File: config.mk
export PLATFORM = sky130hd
export DESIGN_NAME = handshake_constant_seq_flat
export DESIGN_NICKNAME = d
export VERILOG_FILES = /design/src/rtl/handshake_pkg.sv /design/src/rtl/handshake_constant_seq_if.sv /design/src/rtl/handshake_skid_buffer.sv /design/src/rtl/handshake_constant_seq.sv /design/src/flat_wrapper.sv
export SDC_FILE = /design/constraint.sdc
export NUM_CORES = 1
export LEC_CHECK = 0
export ABC_AREA = 1
export CAP_MARGIN = 20
export CELL_PAD_IN_SITES_DETAIL_PLACEMENT = 0
export CELL_PAD_IN_SITES_GLOBAL_PLACEMENT = 1
export CORE_ASPECT_RATIO = 1.75
export CORE_UTILIZATION = 19
export CTS_BUF_LIST = sky130_fd_sc_hd__clkbuf_4 sky130_fd_sc_hd__clkbuf_8
export CTS_CLUSTER_DIAMETER = 50
export DETAILED_ROUTE_END_ITERATION = 7
export PLACE_DENSITY_LB_ADDON = 0.15
export SKIP_LAST_GASP = 1
export SLEW_MARGIN = 20
export SYNTH_ARGS = -nofsm -noshare
export SYNTH_HDL_FRONTEND = slang
export SYNTH_SLANG_ARGS = --single-unit
File: constraint.sdc
create_clock -name clk -period 1.3 [get_ports clk]
set_clock_uncertainty 0.2 [all_clocks]
set_input_delay 0.39 -clock clk [delete_from_list [all_inputs] [get_ports clk]]
set_output_delay 0.39 -clock clk [all_outputs]
set_load 0.03 [all_outputs]
File: src/rtl/handshake_pkg.sv
// Shared helpers for the handshake constant-sequence blocks.
package handshake_pkg;

    // Upper bounds for the generic table accessor below.
    localparam int unsigned MAX_TABLE_W = 4096;
    localparam int unsigned MAX_WORD_W  = 256;

    // Index width that never collapses to zero bits (DEPTH=1 still gets 1 bit).
    function automatic int unsigned clog2_min1(input int unsigned n);
        return (n <= 2) ? 1 : $clog2(n);
    endfunction

    // Entry i of a packed table of width-bit words; caller truncates to its width.
    function automatic logic [MAX_WORD_W-1:0] table_entry(
        input logic [MAX_TABLE_W-1:0] values,
        input int unsigned            width,
        input int unsigned            i
    );
        return MAX_WORD_W'(values >> (i * width));
    endfunction

endpackage

File: src/rtl/handshake_constant_seq_if.sv
// Control-token and output-word handshake bundle.
interface handshake_constant_seq_if #(
    parameter int unsigned DATA_WIDTH = 32
);
    logic                  ctrl_valid;
    logic                  ctrl_ready;
    logic [DATA_WIDTH-1:0] outs;
    logic                  outs_valid;
    logic                  outs_ready;

    // Producer of tokens / consumer of words.
    modport master (
        output ctrl_valid,
        output outs_ready,
        input  ctrl_ready,
        input  outs,
        input  outs_valid
    );

    // The sequencer itself.
    modport slave (
        input  ctrl_valid,
        input  outs_ready,
        output ctrl_ready,
        output outs,
        output outs_valid
    );
endinterface

File: src/rtl/handshake_skid_buffer.sv
// Two-entry elastic buffer: registered in_ready, outputs from the main register.
module handshake_skid_buffer #(
    parameter int unsigned DATA_WIDTH = 32
) (
    input  logic                  clk,
    input  logic                  rst_n,
    input  logic                  in_valid,
    output logic                  in_ready,
    input  logic [DATA_WIDTH-1:0] in_data,
    output logic                  out_valid,
    input  logic                  out_ready,
    output logic [DATA_WIDTH-1:0] out_data
);

    logic                  main_valid, main_valid_next;
    logic                  skid_valid, skid_valid_next;
    logic [DATA_WIDTH-1:0] main_data, main_data_next;
    logic [DATA_WIDTH-1:0] skid_data, skid_data_next;
    logic                  accept;
    logic                  drain;

    assign accept = in_valid && !skid_valid;
    assign drain  = main_valid && out_ready;

    // Next-state: fill main when empty/draining, spill to skid otherwise, refill main from skid.
    always_comb begin
        main_valid_next = main_valid;
        skid_valid_next = skid_valid;
        main_data_next  = main_data;
        skid_data_next  = skid_data;
        if (skid_valid) begin
            if (drain) begin
                main_data_next  = skid_data;
                skid_valid_next = 1'b0;
            end
        end else if (accept) begin
            if (!main_valid || drain) begin
                main_valid_next = 1'b1;
                main_data_next  = in_data;
            end else begin
                skid_valid_next = 1'b1;
                skid_data_next  = in_data;
            end
        end else if (drain) begin
            main_valid_next = 1'b0;
        end
    end

    // Buffer state registers; reset discards any held words.
    always_ff @(posedge clk or negedge rst_n) begin
        if (!rst_n) begin
            main_valid <= 1'b0;
            skid_valid <= 1'b0;
            main_data  <= '0;
            skid_data  <= '0;
        end else begin
            main_valid <= main_valid_next;
            skid_valid <= skid_valid_next;
            main_data  <= main_data_next;
            skid_data  <= skid_data_next;
        end
    end

    assign in_ready  = !skid_valid;
    assign out_valid = main_valid;
    assign out_data  = main_data;

endmodule

File: src/rtl/handshake_constant_seq.sv
// Emits the next word of a constant table for every accepted control token.
module handshake_constant_seq
    import handshake_pkg::*;
#(
    parameter int unsigned                   DATA_WIDTH = 32,
    parameter int unsigned                   DEPTH      = 4,
    parameter logic [DEPTH*DATA_WIDTH-1:0]   VALUES     = '0,
    parameter bit                            REGISTERED = 1'b1,
    localparam int unsigned                  IDX_W      = clog2_min1(DEPTH)
) (
    input  logic                 clk,
    input  logic                 rst,
    input  logic                 restart,
    handshake_constant_seq_if.slave bus,
    output logic [IDX_W-1:0]     idx
);

    logic [DATA_WIDTH-1:0] word;
    logic [IDX_W-1:0]      idx_next;
    logic                  accept;

    assign word   = DATA_WIDTH'(table_entry(MAX_TABLE_W'(VALUES), DATA_WIDTH, 32'(idx)));
    assign accept = bus.ctrl_valid && bus.ctrl_ready;

    // Restart wins over the wrap-around increment; the accepted token already used idx.
    always_comb begin
        idx_next = idx;
        if (restart) begin
            idx_next = '0;
        end else if (accept) begin
            idx_next = (idx == IDX_W'(DEPTH - 1)) ? '0 : idx + IDX_W'(1);
        end
    end

    // Table index register.
    always_ff @(posedge clk or negedge rst) begin
        if (!rst) begin
            idx <= '0;
        end else begin
            idx <= idx_next;
        end
    end

    if (REGISTERED) begin : g_registered
        handshake_skid_buffer #(
            .DATA_WIDTH(DATA_WIDTH)
        ) u_skid (
            .clk      (clk),
            .rst_n    (rst),
            .in_valid (bus.ctrl_valid),
            .in_ready (bus.ctrl_ready),
            .in_data  (word),
            .out_valid(bus.outs_valid),
            .out_ready(bus.outs_ready),
            .out_data (bus.outs)
        );
    end else begin : g_passthrough
        assign bus.outs       = word;
        assign bus.outs_valid = bus.ctrl_valid;
        assign bus.ctrl_ready = bus.outs_ready;
    end

endmodule

File: src/flat_wrapper.sv
// flat-port wrapper written by rule: the top's interface ports become plain ports
module handshake_constant_seq_flat import handshake_pkg::*;
#(
    parameter int unsigned                   DATA_WIDTH = 32,
    parameter int unsigned                   DEPTH      = 4,
    parameter logic [DEPTH*DATA_WIDTH-1:0]   VALUES     = '0,
    parameter bit                            REGISTERED = 1'b1,
    localparam int unsigned                  IDX_W      = clog2_min1(DEPTH)
)
  (clk, rst, restart, idx, bus_ctrl_valid, bus_outs_ready, bus_ctrl_ready, bus_outs, bus_outs_valid);
  handshake_constant_seq_if #(.DATA_WIDTH(DATA_WIDTH)) bus_i ();
  input  logic clk;
  input  logic rst;
  input  logic restart;
  output logic [IDX_W-1:0] idx;
  input wire logic [$bits(bus_i.ctrl_valid)-1:0] bus_ctrl_valid;
  input wire logic [$bits(bus_i.outs_ready)-1:0] bus_outs_ready;
  output wire logic [$bits(bus_i.ctrl_ready)-1:0] bus_ctrl_ready;
  output wire logic [$bits(bus_i.outs)-1:0] bus_outs;
  output wire logic [$bits(bus_i.outs_valid)-1:0] bus_outs_valid;
  assign bus_i.ctrl_valid = bus_ctrl_valid;
  assign bus_i.outs_ready = bus_outs_ready;
  assign bus_ctrl_ready = bus_i.ctrl_ready;
  assign bus_outs = bus_i.outs;
  assign bus_outs_valid = bus_i.outs_valid;
  handshake_constant_seq #(.DATA_WIDTH(DATA_WIDTH), .DEPTH(DEPTH), .VALUES(VALUES), .REGISTERED(REGISTERED)) u_core (.clk(clk), .rst(rst), .restart(restart), .bus(bus_i), .idx(idx));
endmodule
==> results of run 1 <==
[metrics by stage]
step / util [%] / setup WS, ps / power [W] / cell area (sq um) / hold WS (ps)
2_1_floorplan: - / 50.02 / 0.0003234 / 553.0 / -105.6
5_1_grt: 22.67 / -128.5 / 0.0004417 / 480.5 / 167.9
3_5_place_dp: 19.83 / -183.4 / 0.0002642 / 420.4 / 323.7
3_3_place_gp: 19.83 / -189.0 / 0.0002639 / 420.4 / 344.2
6_report: 22.67 / -96.92 / 0.0004171 / 480.5 / 161.3
4_1_cts: 22.67 / -118.2 / 0.0004243 / 480.5 / 154.3
[registers in the layout, indices dropped and copies added (netlist names)]
signal	cells
u_core.idx	2
u_core.g_registered.u_skid.skid_valid	1
u_core.g_registered.u_skid.out_valid	1
[worst paths after layout]
check	from	endpoint	slack [ps]	depth (start not counted)
min in group clk	u_core.g_registered.u_skid.skid_valid	u_core.idx[0]	380	3
hold / removal	rst	u_core.idx[0]	160	1
setup reg to reg	u_core.idx[0]	u_core.idx[1]	30	4
hold reg to reg	u_core.g_registered.u_skid.skid_valid	u_core.idx[0]	380	3
setup / recovery	u_core.g_registered.u_skid.skid_valid	bus_ctrl_ready	-100	2
max in group asynchronous	rst	u_core.g_registered.u_skid.out_valid	570	1
[layout by cell type, fill, tap and decap left out, drive strengths merged]
cell type and count:
inv 4, nor2 2, nand2 10, clkdlybuf4s50 4
nand3 4, conb 32, buf 8, dfrtp 4
ha 1, clkbuf 3
[worst reg2reg max path, cell delays in order (launching register included)]
cell and delay [ps]:
dfrtp_1 390, buf_4 150, ha_1 280, nand3_1 80, nand2_1 60
[power groups by stage]
| stage | Clock, W | Sequential [W] | Combinational, W |
|---|---|---|---|
| global placement | 0 | 0.000127 | 0.000137 |
| detailed placement | 0 | 0.000127 | 0.000137 |
| floorplan | 0 | 0.000127 | 0.000197 |
| CTS | 0.000162 | 0.000125 | 0.000137 |
| global route | 0.000169 | 0.000125 | 0.000148 |
| finish | 0.000153 | 0.000125 | 0.000139 |
[layout make-up]
type / count / share of cell area [%]
inverter: 4 / 3.125
sequential: 4 / 20.83
timing repair buffer: 12 / 23.96
clock buffer: 3 / 4.687
tap: 24 / 6.250
multi-input combinational: 49 / 41.15
[metal layers]
layer / track usage, % / part of all wire (%) / vias up
met5: 0 / 0 / -
met1: 5.858 / 36 / 119
li1: - / - / 140
met4: 2.679 / 0 / 0
met3: 3.716 / 15 / 0
met2: 8.051 / 49 / 26
[cell families (layout without fill, tap and decap cells)]
logic type / after synthesis / in the layout / share of synthesized area [%]
adders and majority gates: 1 / 1 / 2.865
and+or+nand+nor: 16 / 16 / 14.90
DFF: 4 / 4 / 22.92
buffers and inverters: 36 / 19 / 58.45
other: 1 / 32 / 0.8588
[repair_timing]
item,CTS,global route
gates resized for setup,5,0
setup endpoints to repair,4,6
hold endpoints to repair,0,0
buffers inserted,3,0
==> impl_metrics.ini, run 1 <==
[clocking]
cts_root_buf = clkbuf_4
clock_latency_ps = 230
cts_max_path_buffers = 2
cts_tree = built
clk_pin_slew_worst_paths_ps = 40
numCtsBuffers = 3
htreeDepth = 1
cts_sinks = 4
hold_buffers = 0

[logic_synthesis]
synthFlopType = dfrtp_1
synthTopCellsByArea = buf_4, dfrtp_1, nand2_1
synth_edf_count = 0
synth-seq-cells = 4
syn_area_per_cell_sq_um = 7.529
yosysMostFrequentCell = buf_4
synth_top_area_share_pct = 55.01
yosys-top-cells-count = buf_4, nand2_1, dfrtp_1, inv_1, nand3_1
synth_seq_area_share_pct = 22.92
synth_cell_types = 8
synth.cell_area_sq_um = 436.7
synth_cells = 58
yosysWarnings = 0
async_reset_ff_share_pct = 100.0
synth_top_cell_by_area = buf_4

[detailed_routing]
first_pass_iters = 3
wl_per_cell_um = 6.531
drt_first_iter_violations = 6
vias = 285
drc = 0
via_per_inst = 2.969
final_antenna_net_count = 0
wl_um = 627

[power_and_ir_drop]
ir_drop_uv = 382.6
p_switching_w = 0.0001776
clkPwrFrac_pct = 36.7
p_sw_share_pct = 42.58
p_leak_nw = 0.2960
intPower_w = 0.0002395
power_density_nw_per_um2 = 868.2
power.share.sequential_pct = 30.0
comb_power_share_pct = 33.3

[hold_path]
hp-class = in2async

[critical_path]
slowest_stage = dfrtp_1
cp.required_ps = 710
crit_type = reg2out
cp_cell_sequence = inv_2 -> buf_6
cp.arrival_ps = 810
start_kind = flip-flop
critPathMaxFanout = 2
cpPeakStageDelay_ps = 380
end_kind = output port
path_buf_inv = 2
critical_path.top_delay_family = flip-flops

[grt]
grt_pass1_wl_um = 979
grt_antenna_before_repair = 0
grt_start_max_net_pins = 5
grt_usage_pct = 5.511
grt_pass1_vias = 238
grt-ovfl-total = 0

[sta]
finalSetupTns_ps = -262.6
fmax_ghz = 0.7159
finalWorstSetupSlack_ps = -96.92
final.period_utilization_pct = 107.5
min_period_ps = 1397
hold_viol = 0
drv_slew = 0
rsz0062_at_grt = yes
final-setup-viol-count = 4

[outcome]
violations = setup timing
outcome = complete, but fails checks

[die]
die_h_um = 65.42
die-area_sq_um = 2502
rows = 22
fp.dieW_um = 38.24
initial_core_util_pct = 20.60
core_area_sq_um = 2120
ioPinCount = 41

[place]
dp.cells = 90
hpwl_um = 502.2
io_buffers = 8
place_congestion = 0.5807

[layout]
drive_above_1_share_pct = 16.67
area_growth_pct = 10.03
fin_cells = 96
diodes = 0
layout.nets = 80
ff_latch_area_sq_um = 100.1
nFillCells = 253
multi_input_area_sq_um = 197.7

[job]
drv_cap = 0
Power figures use the tool's default switching activity.
==> run 2: changes to the inputs <==
Settings changed: CORE_ASPECT_RATIO 1.75 to not set, CORE_UTILIZATION 19 to 21, PLACE_DENSITY set to 0.82, PLACE_DENSITY_LB_ADDON 0.15 to not set, SKIP_CTS_REPAIR_TIMING set to 1.
Clock period 1.3 ns to 1.7 ns, I/O delays scaled along.
==> impl_metrics.ini, run 2 (same netlist as run 1, synthesis figures left out) <==
[critical_path]
path_buf_inv = 2
critical_path.top_delay_family = flip-flops
cp_cell_sequence = inv_1 -> buf_4
rrSetupSlack_ps = 550
cp.required_ps = 990
crit_cells = 2
crit_path_start = u_core.g_registered.u_skid.skid_valid
r2r_start = u_core.idx[0]
cp.arrival_ps = 880
r2r_end = u_core.idx[1]
cpPeakStageDelay_ps = 370
start_kind = flip-flop
r2r_cells = 3
crit_path_end = bus_ctrl_ready
crit_type = reg2out
critPathMaxFanout = 4
slowest_stage = dfrtp_1
end_kind = output port

[sta]
min_period_ps = 1590
finalSetupTns_ps = 0
hold_viol = 0
final-setup-viol-count = 0
finalWorstSetupSlack_ps = 110.2
rsz0062_at_grt = no
final.period_utilization_pct = 93.52
drv_slew = 0
fmax_ghz = 0.6290

[layout]
layout_commonest_cell = conb_1
drive_above_1_share_pct = 10.29
diodes = 0
regMostFlops = u_core.idx
layout_common_cells = conb_1, nand2_1
area_growth_pct = 0.5730
largest_reg_flops = 2
layout.nets = 76

[grt]
grt_antenna_before_repair = 0
grt_pass1_vias = 186
grt_start_max_net_pins = 5
grt_pass1_wl_um = 745
grt.busiest_layer = met3
grt-ovfl-total = 0
use_met3_pct = 6.792
use_met1_pct = 6.136
use_met2_pct = 6.575
grt_usage_pct = 5.581

[power_and_ir_drop]
intPower_w = 0.0001832
total_power_w = 0.0003198
p_switching_w = 0.0001366
p_sw_share_pct = 42.71
ir_drop_uv = 262.2
clkPwrFrac_pct = 36.9
power.share.sequential_pct = 29.9
comb_power_share_pct = 33.2
power_density_nw_per_um2 = 728.2
p_leak_nw = 0.2739

[clocking]
htreeDepth = 1
clock_latency_ps = 230
clk_pin_slew_worst_paths_ps = 40
cts_root_buf = clkbuf_4
cts_sinks = 4
numCtsBuffers = 3
cts_max_path_buffers = 2
cts_tree = built

[hold_path]
hp-class = in2async

[detailed_routing]
vias = 259
first_pass_iters = 2
drc = 0
final_antenna_net_count = 0
wl_per_cell_um = 5.526
drt_first_iter_violations = 3
via_per_inst = 2.726
wl_um = 525

[outcome]
outcome = complete, no violations

[place]
io_buffers = 8
hpwl_um = 456.9
place_congestion = 0.6972
dp_slack_ps = 76.13

[die]
initial_core_util_pct = 22.26
fp.dieW_um = 47.60
rows = 16
die-area_sq_um = 2266
die_h_um = 47.60
core_area_sq_um = 1962
ioPinCount = 41

[job]
drv_cap = 0
[run 2: worst min-delay path by stage]
stage                                          from                                   end  slack, ps  cells past startpoint
2_1_floorplan                                   rst  u_core.g_registered.u_skid.out_valid         10                      0
3_3_place_gp   u_core.g_registered.u_skid.out_valid  u_core.g_registered.u_skid.out_valid        310                      2
3_5_place_dp   u_core.g_registered.u_skid.out_valid  u_core.g_registered.u_skid.out_valid        320                      2
4_1_cts                                         rst  u_core.g_registered.u_skid.out_valid        280                      1
5_1_grt                                         rst  u_core.g_registered.u_skid.out_valid        280                      1
6_report                                        rst  u_core.g_registered.u_skid.out_valid        280                      1
[run 2: cell type report]
type,instances,area (sq um)
Fill cell,234,1523
Timing Repair Buffer,8,70.07
Sequential cell,4,100.1
Multi-Input combinational cell,49,197.7
Inverter,4,15.01
Clock buffer,3,22.52
Tap cell,27,33.78
[run 2: metrics by stage]
step	util, %	hold WS (ps)	cells	area, sq um
3_5_place_dp	21.24	316.2	92	416.7
2_1_floorplan	-	14.41	89	553.0
4_1_cts	22.39	282.9	95	439.2
3_3_place_gp	21.24	306.5	92	416.7
6_report	22.39	280.5	95	439.2
5_1_grt	22.39	282.2	95	439.2
[run 2: power groups by stage]
stage | clock network, W | registers (W) | logic [W]
2_1_floorplan | 0 | 0.0000970 | 0.000150
3_3_place_gp | 0 | 0.0000969 | 0.000105
3_5_place_dp | 0 | 0.0000969 | 0.000105
4_1_cts | 0.000123 | 0.0000957 | 0.000105
5_1_grt | 0.000137 | 0.0000955 | 0.000115
6_report | 0.000118 | 0.0000957 | 0.000106
[run 2: routing by layer]
metal | up-vias | routed length [um]
li1 | 130 | -
met1 | 104 | 243
met2 | 25 | 192
met3 | 0 | 89
met4 | 0 | 0
met5 | - | 0
==> run 3: changes to the inputs <==
Settings changed: SLEW_MARGIN 20 to not set.
==> results of run 3 <==
No change in the layout: final DEF, timing and power equal those of run 2.
